## config.mk

```make
export PLATFORM = sky130hd
export DESIGN_NAME = sb_rx_msg_queue
export DESIGN_NICKNAME = d
export VERILOG_FILES = /design/src/rtl/sb_rx_msg_queue.sv
export SDC_FILE = /design/constraint.sdc
export NUM_CORES = 1
export LEC_CHECK = 0
export BUFFER_PORTS_ARGS = -buffer_cell sky130_fd_sc_hd__buf_2
export CAP_MARGIN = 20
export CORE_MARGIN = 1.5
export CORE_UTILIZATION = 62
export CTS_CLUSTER_SIZE = 30
export DETAILED_ROUTE_END_ITERATION = 10
export PLACE_DENSITY_LB_ADDON = 0.1
export REMOVE_ABC_BUFFERS = 1
export SKIP_LAST_GASP = 1
export SLEW_MARGIN = 0
export SYNTH_ARGS = -nofsm -noshare
export SYNTH_HDL_FRONTEND = slang
export SYNTH_SLANG_ARGS = --single-unit
```

## constraint.sdc

```tcl
create_clock -name clk_100MHz -period 7.1 [get_ports clk_100MHz]
set_input_delay 1.42 -clock clk_100MHz [delete_from_list [all_inputs] [get_ports clk_100MHz]]
set_output_delay 1.42 -clock clk_100MHz [all_outputs]
set_load 0.1 [all_outputs]
```

## src/rtl/sb_rx_msg_queue.sv

```systemverilog
// Receive-side sideband message queue: buffers decoded {message, payload} entries and serves one per request.
// Optional duplicate-resend filter is built when SB_RX_DUP_FILTER_EN is defined.

package sb_rx_pkg;
   localparam logic [3:0] SB_NONE             = 4'd0;
   localparam logic [3:0] SBINIT_out_of_reset = 4'd1;
   localparam logic [3:0] SBINIT_done_req     = 4'd2;
   localparam logic [3:0] SBINIT_done_resp    = 4'd3;
   localparam logic [3:0] MBINIT_param_req    = 4'd4;
   localparam logic [3:0] MBINIT_param_resp   = 4'd5;

   typedef struct packed {
      logic [4:0]  opcode;
      logic [3:0]  msg_num;
      logic [15:0] msg_info;
   } SB_msg_t;

   function automatic SB_msg_t reset_SB_msg();
      SB_msg_t m;
      m = '0;
      return m;
   endfunction
endpackage

module sb_rx_msg_queue
   import sb_rx_pkg::*;
#(
   parameter int DEPTH      = 4,
   parameter int DROP_CNT_W = 8
) (
   input  logic                         clk_100MHz,
   input  logic                         reset_n,
   input  logic                         enable_i,
   input  logic                         flush_i,
   input  SB_msg_t                      rx_msg_i,
   input  logic [63:0]                  rx_data_i,
   input  logic                         rx_msg_valid_i,
   input  logic                         SB_RX_msg_req_i,
   output SB_msg_t                      SB_RX_msg_o,
   output logic [63:0]                  SB_RX_dataBus_o,
   output logic                         SB_RX_msg_valid_o,
   output logic [$clog2(DEPTH+1)-1:0]   level_o,
   output logic                         overflow_o,
   output logic [DROP_CNT_W-1:0]        drop_count_o
);
   localparam int LVL_W   = $clog2(DEPTH + 1);
   localparam int PTR_W   = (DEPTH > 1) ? $clog2(DEPTH) : 1;
   localparam int MSG_W   = $bits(SB_msg_t);
   localparam int ENTRY_W = MSG_W + 64;

   logic [ENTRY_W-1:0]    mem [DEPTH];
   logic [PTR_W-1:0]      wr_ptr_reg, rd_ptr_reg;
   logic [LVL_W-1:0]      level_reg;
   logic                  pending_reg;
   logic                  valid_reg;
   SB_msg_t               msg_reg;
   logic [63:0]           data_reg;
   logic                  overflow_reg;
   logic [DROP_CNT_W-1:0] drop_reg;

   logic [ENTRY_W-1:0]    in_entry;
   logic [ENTRY_W-1:0]    head_entry;
   logic                  push_req, pop, full, dup, push, drop_full, drop;

   assign in_entry   = {rx_msg_i, rx_data_i};
   assign head_entry = mem[rd_ptr_reg];
   assign push_req   = rx_msg_valid_i && enable_i && !flush_i;
   assign pop        = pending_reg && (level_reg != '0) && enable_i && !flush_i;
   assign full       = (level_reg == LVL_W'(DEPTH));
   // A full queue still accepts when the head leaves in the same cycle.
   assign push       = push_req && !dup && (!full || pop);
   assign drop_full  = push_req && !dup && full && !pop;
   assign drop       = drop_full || (push_req && dup);

`ifdef SB_RX_DUP_FILTER_EN
   logic [ENTRY_W-1:0] hist_reg;
   logic               hist_valid_reg;

   assign dup = hist_valid_reg && (in_entry == hist_reg);

   always_ff @(posedge clk_100MHz) begin
      if (!reset_n) begin
         hist_reg       <= '0;
         hist_valid_reg <= 1'b0;
      end else if (flush_i) begin
         hist_valid_reg <= 1'b0;
      end else if (push) begin
         hist_reg       <= in_entry;
         hist_valid_reg <= 1'b1;
      end
   end
`else
   assign dup = 1'b0;
`endif

   always_ff @(posedge clk_100MHz) begin
      if (push)
         mem[wr_ptr_reg] <= in_entry;
   end

   always_ff @(posedge clk_100MHz) begin
      if (!reset_n) begin
         wr_ptr_reg   <= '0;
         rd_ptr_reg   <= '0;
         level_reg    <= '0;
         pending_reg  <= 1'b0;
         valid_reg    <= 1'b0;
         msg_reg      <= reset_SB_msg();
         data_reg     <= '0;
         overflow_reg <= 1'b0;
         drop_reg     <= '0;
      end else begin
         if (flush_i) begin
            wr_ptr_reg  <= '0;
            rd_ptr_reg  <= '0;
            level_reg   <= '0;
            pending_reg <= 1'b0;
         end else begin
            if (push)
               wr_ptr_reg <= wr_ptr_reg + 1'b1;
            if (pop)
               rd_ptr_reg <= rd_ptr_reg + 1'b1;
            if (push && !pop)
               level_reg <= level_reg + 1'b1;
            else if (pop && !push)
               level_reg <= level_reg - 1'b1;
            // A request landing on the delivering edge merges into the one being served.
            if (pop)
               pending_reg <= 1'b0;
            else if (enable_i && SB_RX_msg_req_i)
               pending_reg <= 1'b1;
         end
         valid_reg <= pop;
         if (pop) begin
            msg_reg  <= SB_msg_t'(head_entry[ENTRY_W-1:64]);
            data_reg <= head_entry[63:0];
         end
         if (drop_full)
            overflow_reg <= 1'b1;
         if (drop && (drop_reg != '1))
            drop_reg <= drop_reg + 1'b1;
      end
   end

   assign SB_RX_msg_o       = msg_reg;
   assign SB_RX_dataBus_o   = data_reg;
   assign SB_RX_msg_valid_o = valid_reg;
   assign level_o           = level_reg;
   assign overflow_o        = overflow_reg;
   assign drop_count_o      = drop_reg;
endmodule
```

# Word-level counts from Yosys, hierarchy flattened
# Memories as Yosys holds them, arrays and structs flattened. A register that Yosys moved wholly into a read port is not among the register bits.
# Cells that the tools add are included.
# classes
add_sub_neg	5
n_eq_ne	2
muxes	4
bitwise_logic	1
reduce_logical	22
# ops
cell	count
logical AND 1 bit	12
adder 8 x 1 -> 8 bit (second input constant)	1
!= test 8 bit (second input constant)	1
2-to-1 mux 3 bit	2
zero test 1 bit	5
adder 2 x 1 -> 2 bit (second input constant)	2
adder 3 x 1 -> 3 bit (second input constant)	1
equality test 3 bit (second input constant)	1
nonzero test 3 bit	1
OR reduction 3 bit	1
subtractor 3 x 1 -> 3 bit (second input constant)	1
2-to-1 mux 1 bit	2
nonzero test 2 bit	1
OR reduction 2 bit	1
logical OR 1 bit	1
NOT 1 bit	1
# totals
reg_bits	18
ramBits	356
input_bits	95
out_inout_bits	102
elab_cells	42
n_memories	1
# mem_list
memory	words	width	read_ports	rd_ports_with_merged_regs	write_ports	line_no	rtl
mem	4	89	1	1	1	51	logic [ENTRY_W-1:0] mem [DEPTH];

# Depth between registers and ports, before layout
# logic_depth
ltp_word	10
ltp_mapped	10
mapped_depth_nobuf	9

# Worst setup path after synthesis
# No wires, ideal clock.
# synth_path
path_kind	input-to-reg
start	input flush_i
end	memory mem[0][0] (netlist name), enable pin
arrival_time_ns	4.133
path_slack_ns	2.510
stages	4
path_buffers	1
cell_sequence	and3b_1 and2b_2 buf_2 and2_1
# synth_via
elab_chain_len	6
elab_cells_between_ends	7
cone_classes	mux: 2; reduce/logical: 5
# synth_rtl
item	line_no	rtl
start: declaration	34	input logic flush_i,
zero test 1 bit (*)	67, 68	
logical AND 1 bit	68	assign pop = pending_reg && (level_reg != '0) && enable_i && !flush_i;
logical OR 1 bit	71	assign push = push_req && !dup && (!full || pop);
logical AND 1 bit (*)	71	
named net push	63	logic push_req, pop, full, dup, push, drop_full, drop;
2-to-1 mux 1 bit (*)	97	if (push)
2-to-1 mux 1 bit (not written as such) (*)	98	mem[wr_ptr_reg] <= in_entry;
end: declaration	51	
# Mark *: on every way through the listed nets, which the timed path passes. The rest lies on a longest branch.

# Worst setup path in the final report
# layout_path
start	input flush_i
end	memory mem[1][69] (netlist name), enable pin
# layout_via
elab_chain_len	6
elab_cells_between_ends	7
cone_classes	mux: 2; reduce/logical: 5
# layout_rtl
item	line_no
zero test 1 bit (*)	67, 68
logical AND 1 bit	68
logical OR 1 bit	71
logical AND 1 bit (*)	71
2-to-1 mux 1 bit (*)	97
2-to-1 mux 1 bit (not written as such) (*)	98
# Mark *: on every way between the ends. The rest lies on a longest branch, timed or not.

==> flow_summary.json <==
{
  "hold_class": "reg2reg",
  "synth_most_common_cell": "edfxtp_1",
  "drc_errors": 0,
  "clockBufferDepth": 3,
  "rows": 60,
  "critPathKind": "in2reg",
  "min_from": "SB_RX_msg_o[18]",
  "p_clk_share_pct": 44.9,
  "synth_area_per_cell_sq_um": 17.7,
  "gr-total-overflow": 0,
  "seq_power_share_pct": 53.2,
  "critPathBufInv": 2,
  "period_needed_ps": 3400,
  "async_reset_ff_share_pct": 0,
  "path_cells": "buf_2 -> and3b_1 -> and2b_2 -> and2_4 -> buf_4",
  "fin_util_pct": 73.0,
  "grt_pass1_vias": 8819,
  "regMostFlops": "mem",
  "core_sq_mm": 0.0268,
  "wl_per_cell_um": 21.0,
  "critPathMaxStageDelay_ps": 830,
  "grt_first_pass_wirelength_um": 49400,
  "p_comb_share_pct": 2.0,
  "clock_sinks": 463,
  "grt_usage_pct": 23.2,
  "switchingPower_w": 0.00103,
  "fin_worst_skew_ps": 14.0,
  "synth_area_leader_cell": "edfxtp_1",
  "vias_per_cell": 5.73,
  "synth-edff-count": 356,
  "synthTopCellsByCount": "edfxtp_1 (356), nand2_1 (178), dfxtp_1 (107)",
  "crit_family": "simple AND/OR/NAND/NOR gates",
  "tightest_slew_ps": 1090,
  "r2r-start": "rd_ptr_reg[0]",
  "setup.worst_path.start_class": "input pin",
  "fmax_mhz": 294,
  "cts.clk_slew.worst_paths_ps": 60,
  "yosysUniqueCellTypes": 36,
  "setup.worst_path.start": "flush_i",
  "synth-seq-cells": 463,
  "synth.area.top_cells": "edfxtp_1 (64%), dfxtp_1 (13%), mux4_2 (12%)",
  "path_max_fanout": 62,
  "firstDrtPassIters": 4,
  "drtIter0Drc": 654,
  "grt_max_degree": 98,
  "synth_warnings": 0,
  "gp_congestion": 0.756,
  "cap_violations": 0,
  "finalPower_w": 0.00553,
  "relSlewSlack_pct": 27.3,
  "cts_buffers": 44,
  "reg2reg_slack_ps": 4250,
  "slew_violations": 0,
  "htreeDepth": 2,
  "synth.top_cell.area_share_pct": 63.7,
  "cts_tree": "built",
  "ir_worst_vdd_mv": 0.280,
  "chipWidth_um": 168,
  "clkLatencyLatePin_ps": 530,
  "cts-root-buf": "clkbuf_16",
  "routed_wl_um": 32000,
  "pin_count": 197,
  "netlist_area_sq_mm": 0.0168,
  "place_hpwl_um": 17700,
  "crit_path_end_kind": "register",
  "cts_setup_buffers": 0,
  "fin_crit_sh_pct": 47.9,
  "cp_slowest_cell": "and2_4",
  "whs_ps": 450,
  "die-area_sq_mm": 0.0281,
  "rsz0062_at_grt": "false",
  "netSwitchingFraction_pct": 18.5,
  "cp.arrival_ps": 3580,
  "cellPowerDensity_mw_per_mm2": 282,
  "initial_utilization_pct": 62.6,
  "cp.required_ps": 7280,
  "synth-seq-area-share_pct": 76.4,
  "die_h_um": 168,
  "power_leakage_nw": 6.66,
  "setup_violations": 0,
  "drive_gt1_share_pct": 31.8,
  "largest_reg_flops": 356,
  "cts-hold-fix-buffers": 0,
  "hold_violations": 0,
  "synthCells": 946,
  "port_buffers": 196,
  "postRouteAntennaNets": 0,
  "grt_antenna_before_repair": 5,
  "outcome": "finished, final reports clean",
  "synth_flop_cell": "edfxtp_1",
  "cts_resized": 0,
  "area_growth_pct": 16.6,
  "vias": 8734,
  "setup_tns_ps": 0,
  "internal_power_w": 0.00450,
  "num-nets-final": 1248
}
## worst min-delay path, cell delays in order, from the launching register on
cell and delay [ps]:
dfxtp_1 300, nand2_1 50, a21oi_1 50
## final timing paths
kind / end / cells past startpoint
min: SB_RX_msg_o[18] / 2
max: mem[1][69] / 5
max reg2reg: SB_RX_dataBus_o[16] / 4
min reg2reg: SB_RX_msg_o[18] / 2
## placed cells by master, fill, tap and decap left out, types with 2 or more instances in the layout
| cell type | instances |
|---|---|
| and2_4 | 4 |
| nand4_1 | 3 |
| and4_1 | 2 |
| or3_1 | 4 |
| clkinvlp_4 | 2 |
| nand3_1 | 4 |
| buf_4 | 8 |
| ha_1 | 6 |
| bufinv_16 | 9 |
| nand2_1 | 178 |
| clkinv_2 | 9 |
| clkbuf_8 | 4 |
| dfxtp_4 | 2 |
| dfxtp_1 | 105 |
| o21ai_0 | 4 |
| nor2_1 | 12 |
| inv_1 | 4 |
| buf_2 | 196 |
| clkinv_1 | 3 |
| xnor2_1 | 2 |
| clkbuf_1 | 9 |
| mux2i_1 | 3 |
| edfxtp_1 | 356 |
| xor2_1 | 5 |
| diode_2 | 4 |
| a21oi_1 | 95 |
| mux4_2 | 89 |
| a31oi_1 | 2 |
| clkbuf_16 | 45 |
## power by group through the flow
stage                     clock, W  combinational (W)  sequential [W]
after detailed placement         0           0.000106         0.00300
after global routing       0.00262           0.000118         0.00294
after floorplan                  0          0.0000356         0.00301
final                      0.00248           0.000108         0.00294
after global placement           0           0.000103         0.00300
after CTS                  0.00252           0.000107         0.00294
## cell type report
type | count | area, sq um
clock buffers | 58 | 1210
clock inverters | 22 | 337
diodes | 4 | 10.0
repair buffers | 205 | 1070
well taps | 341 | 427
fillers | 1669 | 7220
inverters | 6 | 26.3
multi-input cells | 426 | 3650
flip-flops and latches | 463 | 12800
## kinds of logic after synthesis
| family | after synthesis | synth area share, % |
|---|---|---|
| simple gates | 215 | 5.34 |
| compound gates | 105 | 3.29 |
| flops | 463 | 76.4 |
| fa+ha+maj | 7 | 0.566 |
| buf+inv | 57 | 1.89 |
| xor+xnor | 7 | 0.365 |
| mux | 92 | 12.1 |
## through the flow
stage	std cells	setup slack (ps)	instance area, sq um
floorplan	895	2320	16500
global route	1522	3570	19600
finish	1525	3700	19600
CTS	1520	3690	19500
global placement	1440	3140	18000
detailed placement	1440	3140	18000
## per-layer routing
layer	track usage (%)	part of all wire (%)	vias up
met5	0	0.063	-
met4	6.07	1.9	4
met3	4.92	6.2	49
met2	38.8	50	257
met1	31.8	42	4410
li1	-	-	4014
(Power assumes the default switching activity.)
